`src/rtl/demux32_1to4_dispatch_if.sv`:
```
// ---------------------------------------------------------------------------
// demux32_1to4_dispatch_if
// Bundle of the upstream handshake, the four downstream lanes and the debug
// lane counters of the 1-to-4 dispatcher.
//   in_data/in_sel/in_valid : upstream word, destination lane, word present
//   in_ready                : dispatcher accepts this cycle
//   out_data0..3            : per-lane held word
//   out_valid[i]            : lane i holds a word
//   out_ready[i]            : lane i consumer takes the word
//   lane_count              : lane i accepted-word count at [i*CNT_W +: CNT_W]
// Modports: slave = dispatcher side, master = producer/consumer side.
// ---------------------------------------------------------------------------
interface demux32_1to4_dispatch_if #(
  parameter int DATA_W = 32,
  parameter int CNT_W  = 8
);
  logic [DATA_W-1:0]  in_data;
  logic [1:0]         in_sel;
  logic               in_valid;
  logic               in_ready;
  logic [DATA_W-1:0]  out_data0;
  logic [DATA_W-1:0]  out_data1;
  logic [DATA_W-1:0]  out_data2;
  logic [DATA_W-1:0]  out_data3;
  logic [3:0]         out_valid;
  logic [3:0]         out_ready;
  logic [4*CNT_W-1:0] lane_count;

  modport slave (
    input  in_data, in_sel, in_valid, out_ready,
    output in_ready, out_data0, out_data1, out_data2, out_data3,
           out_valid, lane_count
  );

  modport master (
    output in_data, in_sel, in_valid, out_ready,
    input  in_ready, out_data0, out_data1, out_data2, out_data3,
           out_valid, lane_count
  );
endinterface

```
`src/rtl/demux32_1to4_dispatch.sv`:
```
// ---------------------------------------------------------------------------
// demux32_1to4_dispatch
// Registered 1-to-4 dispatcher. One upstream word is steered to the lane named
// by in_sel; every lane owns a one-entry holding register and a wrapping
// accepted-word counter for debug.
// Ports:
//   Clk      : clock, rising edge
//   Reset_n  : asynchronous active-low reset
//   bus      : demux32_1to4_dispatch_if.slave (handshakes, lanes, counters)
// ---------------------------------------------------------------------------
module demux32_1to4_dispatch #(
  parameter int DATA_W = 32,
  parameter int CNT_W  = 8
) (
  input  logic Clk,
  input  logic Reset_n,
  demux32_1to4_dispatch_if.slave bus
);

  logic [3:0]        valid_r;
  logic [DATA_W-1:0] data_r [4];
  logic [CNT_W-1:0]  cnt_r  [4];

  logic [1:0] sel_s;
  logic       in_ready_s;
  logic       fire_s;
  logic [3:0] load_s;
  logic [3:0] drain_s;

  // Accept decision: only the selected lane matters, so a full neighbour
  // never stalls a transfer; held low during reset.
  always_comb begin
    sel_s      = bus.in_sel;
    in_ready_s = Reset_n & (~valid_r[sel_s] | bus.out_ready[sel_s]);
    fire_s     = bus.in_valid & in_ready_s;
    drain_s    = valid_r & bus.out_ready;
    load_s     = 4'b0000;
    if (fire_s) begin
      load_s[sel_s] = 1'b1;
    end else begin
      load_s = 4'b0000;
    end
  end

  // Lane registers: a load wins over a drain of the same lane, so a lane
  // streaming with out_ready high stays valid and takes a word every cycle.
  always_ff @(posedge Clk or negedge Reset_n) begin
    if (!Reset_n) begin
      valid_r <= 4'b0000;
      for (int i = 0; i < 4; i++) begin
        data_r[i] <= {DATA_W{1'b0}};
        cnt_r[i]  <= {CNT_W{1'b0}};
      end
    end else begin
      for (int i = 0; i < 4; i++) begin
        if (load_s[i]) begin
          data_r[i]  <= bus.in_data;
          valid_r[i] <= 1'b1;
          cnt_r[i]   <= cnt_r[i] + {{(CNT_W-1){1'b0}}, 1'b1};
        end else if (drain_s[i]) begin
          valid_r[i] <= 1'b0;
        end else begin
          valid_r[i] <= valid_r[i];
        end
      end
    end
  end

  assign bus.in_ready  = in_ready_s;
  assign bus.out_valid = valid_r;
  assign bus.out_data0 = data_r[0];
  assign bus.out_data1 = data_r[1];
  assign bus.out_data2 = data_r[2];
  assign bus.out_data3 = data_r[3];

  for (genvar g = 0; g < 4; g++) begin : g_cnt
    assign bus.lane_count[g*CNT_W +: CNT_W] = cnt_r[g];
  end

endmodule

```
`src/flat_wrapper.sv`:
```
// flat-port wrapper written by rule: the top's interface ports become plain ports
module demux32_1to4_dispatch_flat 
#(
  parameter int DATA_W = 32,
  parameter int CNT_W  = 8
)
  (Clk, Reset_n, bus_in_data, bus_in_sel, bus_in_valid, bus_out_ready, bus_in_ready, bus_out_data0, bus_out_data1, bus_out_data2, bus_out_data3, bus_out_valid, bus_lane_count);
  demux32_1to4_dispatch_if #(.DATA_W(DATA_W), .CNT_W(CNT_W)) bus_i ();
  input  logic Clk;
  input  logic Reset_n;
  input wire logic [$bits(bus_i.in_data)-1:0] bus_in_data;
  input wire logic [$bits(bus_i.in_sel)-1:0] bus_in_sel;
  input wire logic [$bits(bus_i.in_valid)-1:0] bus_in_valid;
  input wire logic [$bits(bus_i.out_ready)-1:0] bus_out_ready;
  output wire logic [$bits(bus_i.in_ready)-1:0] bus_in_ready;
  output wire logic [$bits(bus_i.out_data0)-1:0] bus_out_data0;
  output wire logic [$bits(bus_i.out_data1)-1:0] bus_out_data1;
  output wire logic [$bits(bus_i.out_data2)-1:0] bus_out_data2;
  output wire logic [$bits(bus_i.out_data3)-1:0] bus_out_data3;
  output wire logic [$bits(bus_i.out_valid)-1:0] bus_out_valid;
  output wire logic [$bits(bus_i.lane_count)-1:0] bus_lane_count;
  assign bus_i.in_data = bus_in_data;
  assign bus_i.in_sel = bus_in_sel;
  assign bus_i.in_valid = bus_in_valid;
  assign bus_i.out_ready = bus_out_ready;
  assign bus_in_ready = bus_i.in_ready;
  assign bus_out_data0 = bus_i.out_data0;
  assign bus_out_data1 = bus_i.out_data1;
  assign bus_out_data2 = bus_i.out_data2;
  assign bus_out_data3 = bus_i.out_data3;
  assign bus_out_valid = bus_i.out_valid;
  assign bus_lane_count = bus_i.lane_count;
  demux32_1to4_dispatch #(.DATA_W(DATA_W), .CNT_W(CNT_W)) u_core (.Clk(Clk), .Reset_n(Reset_n), .bus(bus_i));
endmodule
```
`config.mk`:
```
export PLATFORM = sky130hd
export DESIGN_NAME = demux32_1to4_dispatch_flat
export DESIGN_NICKNAME = d
export VERILOG_FILES = /design/src/rtl/demux32_1to4_dispatch_if.sv /design/src/rtl/demux32_1to4_dispatch.sv /design/src/flat_wrapper.sv
export SDC_FILE = /design/constraint.sdc
export NUM_CORES = 1
export LEC_CHECK = 0
export BUFFER_PORTS_ARGS = -buffer_cell sky130_fd_sc_hd__buf_4
export CELL_PAD_IN_SITES_DETAIL_PLACEMENT = 1
export CELL_PAD_IN_SITES_GLOBAL_PLACEMENT = 1
export CORE_MARGIN = 2
export CORE_UTILIZATION = 40
export CTS_CLUSTER_SIZE = 16
export DETAILED_ROUTE_END_ITERATION = 8
export MAX_ROUTING_LAYER = met4
export PLACE_DENSITY = 0.78
export SYNTH_ARGS = -nofsm -noshare
export SYNTH_HDL_FRONTEND = slang
export SYNTH_SLANG_ARGS = --single-unit
```
`constraint.sdc`:
```
create_clock -name Clk -period 1.9 [get_ports Clk]
set_clock_uncertainty 0.15 [all_clocks]
set_input_delay 0.285 -clock Clk [delete_from_list [all_inputs] [get_ports Clk]]
set_output_delay 0.285 -clock Clk [all_outputs]
set_load 0.005 [all_outputs]
```
==> impl_metrics.env <==
export IMPL_status="finished with violations"
export IMPL_violations="hold timing, setup timing"
export IMPL_routed_wl_mm=18.3
export IMPL_nNetsFinal=718
export IMPL_reg2reg_to="u_core.bus.out_data0[5]"
export IMPL_cap_violations=0
export IMPL_cp_start_kind="register"
export IMPL_slew_violations=0
export IMPL_slowest_delay_ps=470
export IMPL_gp_congestion=0.829
export IMPL_grt_ovfl_total=0
export IMPL_grt_use_total=0.225
export IMPL_r2r_start="u_core.bus.out_valid[0]"
export IMPL_cts_tree="built"
export IMPL_drc_errors=0
export IMPL_cpMostUsedCell="buf_6"
export IMPL_clock_fmax_ghz=0.470
export IMPL_clk_pin_slew_worst_paths_ps=60
export IMPL_avgViaCountPerCell=4.91
export IMPL_cp_top_family="multiplexers"
export IMPL_syn_area_per_cell_sq_um=15.8
export IMPL_max_slew_margin=0.485
export IMPL_grt_setup_unrepaired="true"
export IMPL_cpMaxStageDelayCell="mux4_2"
export IMPL_synth_top_area_share=0.633
export IMPL_synthTopCellsByArea="dfrtp_1 63%, mux2_2 18%, mux2_4 6.3%"
export IMPL_end_kind="output port"
export IMPL_power_leakage_uw=0.00450
export IMPL_yosysSeqAreaShare=0.633
export IMPL_io_buffers=205
export IMPL_root_buffer="clkbuf_16"
export IMPL_die_area_sq_mm=0.0173
export IMPL_crit_chain="buf_6 -> nand2b_4 -> mux4_2 -> and2_4 -> buf_6"
export IMPL_hpwl_mm=12.5
export IMPL_yosys_area_top_type="dfrtp_1"
export IMPL_clk_path_buf_depth=2
export IMPL_critPathMaxFanout=2
export IMPL_stdcell_count=901
export IMPL_syn_nets=455
export IMPL_grt_pass1_vias=5052
export IMPL_drt_iter0_drc=163
export IMPL_drtPass1Iterations=4
export IMPL_design_area_sq_mm=0.00937
export IMPL_yosysUniqueCellTypes=30
export IMPL_r2r_slack_ps=100
export IMPL_hold_path_class="in2async"
export IMPL_critical_path_class="reg2out"
export IMPL_antenna_found_initial=0
export IMPL_hold_violations=150
export IMPL_ys_seq_elements=164
export IMPL_syn_to_final_growth_pct=44.5
export IMPL_cp_data_arrival_time_ps=1690
export IMPL_reg2reg_depth=4
export IMPL_dp_cells=830
export IMPL_die_w_um=131
export IMPL_fin_crit_sh=1.12
export IMPL_syn_inst=410
export IMPL_grt_pass1_wl_mm=29.4
export IMPL_powerDensity_mw_per_mm2=1170
export IMPL_rows=46
export IMPL_ant_nets=0
export IMPL_diodes=0
export IMPL_post_drt_wl_per_cell_um=20.3
export IMPL_clock_latency_ps=420
export IMPL_die_h_um=131
export IMPL_io_pins=206
export IMPL_period_minus_slack_ps=2130
export IMPL_num_vias=4424
export IMPL_cts_buffers=17
export IMPL_grt_max_degree=66
export IMPL_final_setup_viol_count=1
export IMPL_path_buf_inv=2
export IMPL_worst_slew_pin_slew_ps=773
export IMPL_setup_ws_ps=-228
export IMPL_required_ps=1460
export IMPL_drive_gt1_frac=0.575
export IMPL_yosys_warnings=0
export IMPL_coreArea_sq_mm=0.0159
export IMPL_hold_ws_ps=-165
export IMPL_initial_core_util=0.408
export IMPL_peakVddDrop_uv=671
export IMPL_dpl_instance_area_sq_mm=0.00839
export IMPL_cts_htree_levels=4
export IMPL_netlist_area_sq_mm=0.00649
export IMPL_cts_sinks=164
==> metal layers <==
metal / vias to the layer above / GRT usage / part of all wire / wire length [um]
li1: 1964 / - / - / -
met1: 2295 / 0.264 / 0.40 / 7370
met2: 142 / 0.380 / 0.53 / 9620
met3: 23 / 0.0644 / 0.052 / 958
met4: 0 / 0.0670 / 0.020 / 365
met5: - / - / 0 / 0
==> synth_stat cells <==
cell,n
mux4_2,1
nand4_1,9
dfrtp_1,164
inv_1,3
nand2_1,10
and4_1,6
buf_6,3
nand2b_1,5
mux2_4,27
and2_1,4
nand4b_1,1
buf_2,11
nand3_1,7
nor3_1,1
clkbuf_1,1
nor2_1,4
xor2_1,7
and4b_1,1
mux2_2,105
o21ai_0,2
and3_1,4
ha_1,4
nand3b_1,1
buf_4,2
nor2b_1,1
xnor2_1,21
nor3b_1,2
or3_1,1
or4_1,1
inv_2,1
==> what timing repair did <==
action,in CTS,in global routing
pin swaps,0,0
resized for setup,4,1
setup buffers,2,2
endpoints found under the hold margin,228,92
endpoints found under the setup margin,1,13
hold buffers,34,2
==> kinds of logic (layout without fill, tap and decap cells) <==
logic type                 count (synthesis)  in the layout  synth area share
muxes                                    133            133             0.248
DFF                                      164            164             0.633
and+or+nand+nor                           58             58            0.0530
AOI/OAI and AO/OA                          2              2           0.00154
xor gates and xnor gates                  28             28            0.0378
adders and majority gates                  4              4           0.00772
buffers and inverters                     21            296            0.0189
==> worst register-to-register path, delay by kind of cell, from the launching register on <==
family / cells / cell delay (ps)
buffers and inverters: 1 / 300
flip-flops: 1 / 380
multiplexers: 1 / 400
AND/OR/NAND/NOR: 2 / 450
==> metrics by stage <==
stage | setup TNS [ps] | total power, uW | setup slack, ps | util | hold WS [ps]
2_1_floorplan | 0 | 5750 | 160 | - | -161
6_report | -228 | 11000 | -228 | 0.590 | -165
3_3_place_gp | -178 | 7390 | -16.0 | 0.528 | 279
3_5_place_dp | -1160 | 7570 | -65.3 | 0.528 | 295
5_1_grt | -290 | 11500 | -290 | 0.590 | -121
4_1_cts | -255 | 11100 | -255 | 0.588 | -151
==> sequential cells by signal, indices dropped and copies added (netlist names) <==
signal,cells
u_core.bus.out_valid,4
u_core.bus.out_data2,32
u_core.bus.out_data3,32
u_core.bus.lane_count,32
u_core.bus.out_data1,32
u_core.bus.out_data0,32
==> power by group <==
group | total, uW | internal [uW] | switching [uW] | leakage [uW]
sequential | 4910 | 4270 | 641 | 0.00202
combinational | 2680 | 1730 | 949 | 0.00221
clock | 3370 | 1970 | 1400 | 0.000277
==> worst max-delay path by stage <==
stage | cells after the start | endpoint | start | slack (ps)
after detailed placement | 5 | u_core.bus.out_data2[13] | bus_in_sel[0] | -70
final | 5 | bus_in_ready | u_core.bus.out_valid[2] | -230
after global routing | 4 | bus_in_ready | u_core.bus.out_valid[3] | -290
after floorplan | 5 | u_core.bus.out_data2[10] | u_core.bus.out_valid[2] | 160
after CTS | 5 | bus_in_ready | u_core.bus.out_valid[2] | -260
after global placement | 5 | u_core.bus.out_data2[17] | bus_in_sel[0] | -20
==> area by class of cell <==
cell class	count	area (sq um)
Fill cell	1551	6510
Sequential cell	164	4100
Multi-Input combinational cell	225	2290
Timing Repair Buffer	261	2120
Clock buffer	20	447
Tap cell	216	270
Clock inverter	11	129
Inverter	4	15.0
==> cell usage in the layout (no fill, tap or decap), types with 5 or more instances in the layout <==
| cell type | Yosys | final |
|---|---|---|
| mux2_2 | 105 | 105 |
| buf_4 | 2 | 217 |
| nand3_1 | 7 | 7 |
| dlygate4sd3_1 | 0 | 36 |
| nand4_1 | 9 | 9 |
| clkbuf_16 | 0 | 17 |
| dfrtp_1 | 164 | 164 |
| xor2_1 | 7 | 7 |
| and4_1 | 6 | 5 |
| mux2_4 | 27 | 27 |
| xnor2_1 | 21 | 21 |
| buf_12 | 0 | 5 |
| nand2_1 | 10 | 10 |
Power figures use the tool's default switching activity.
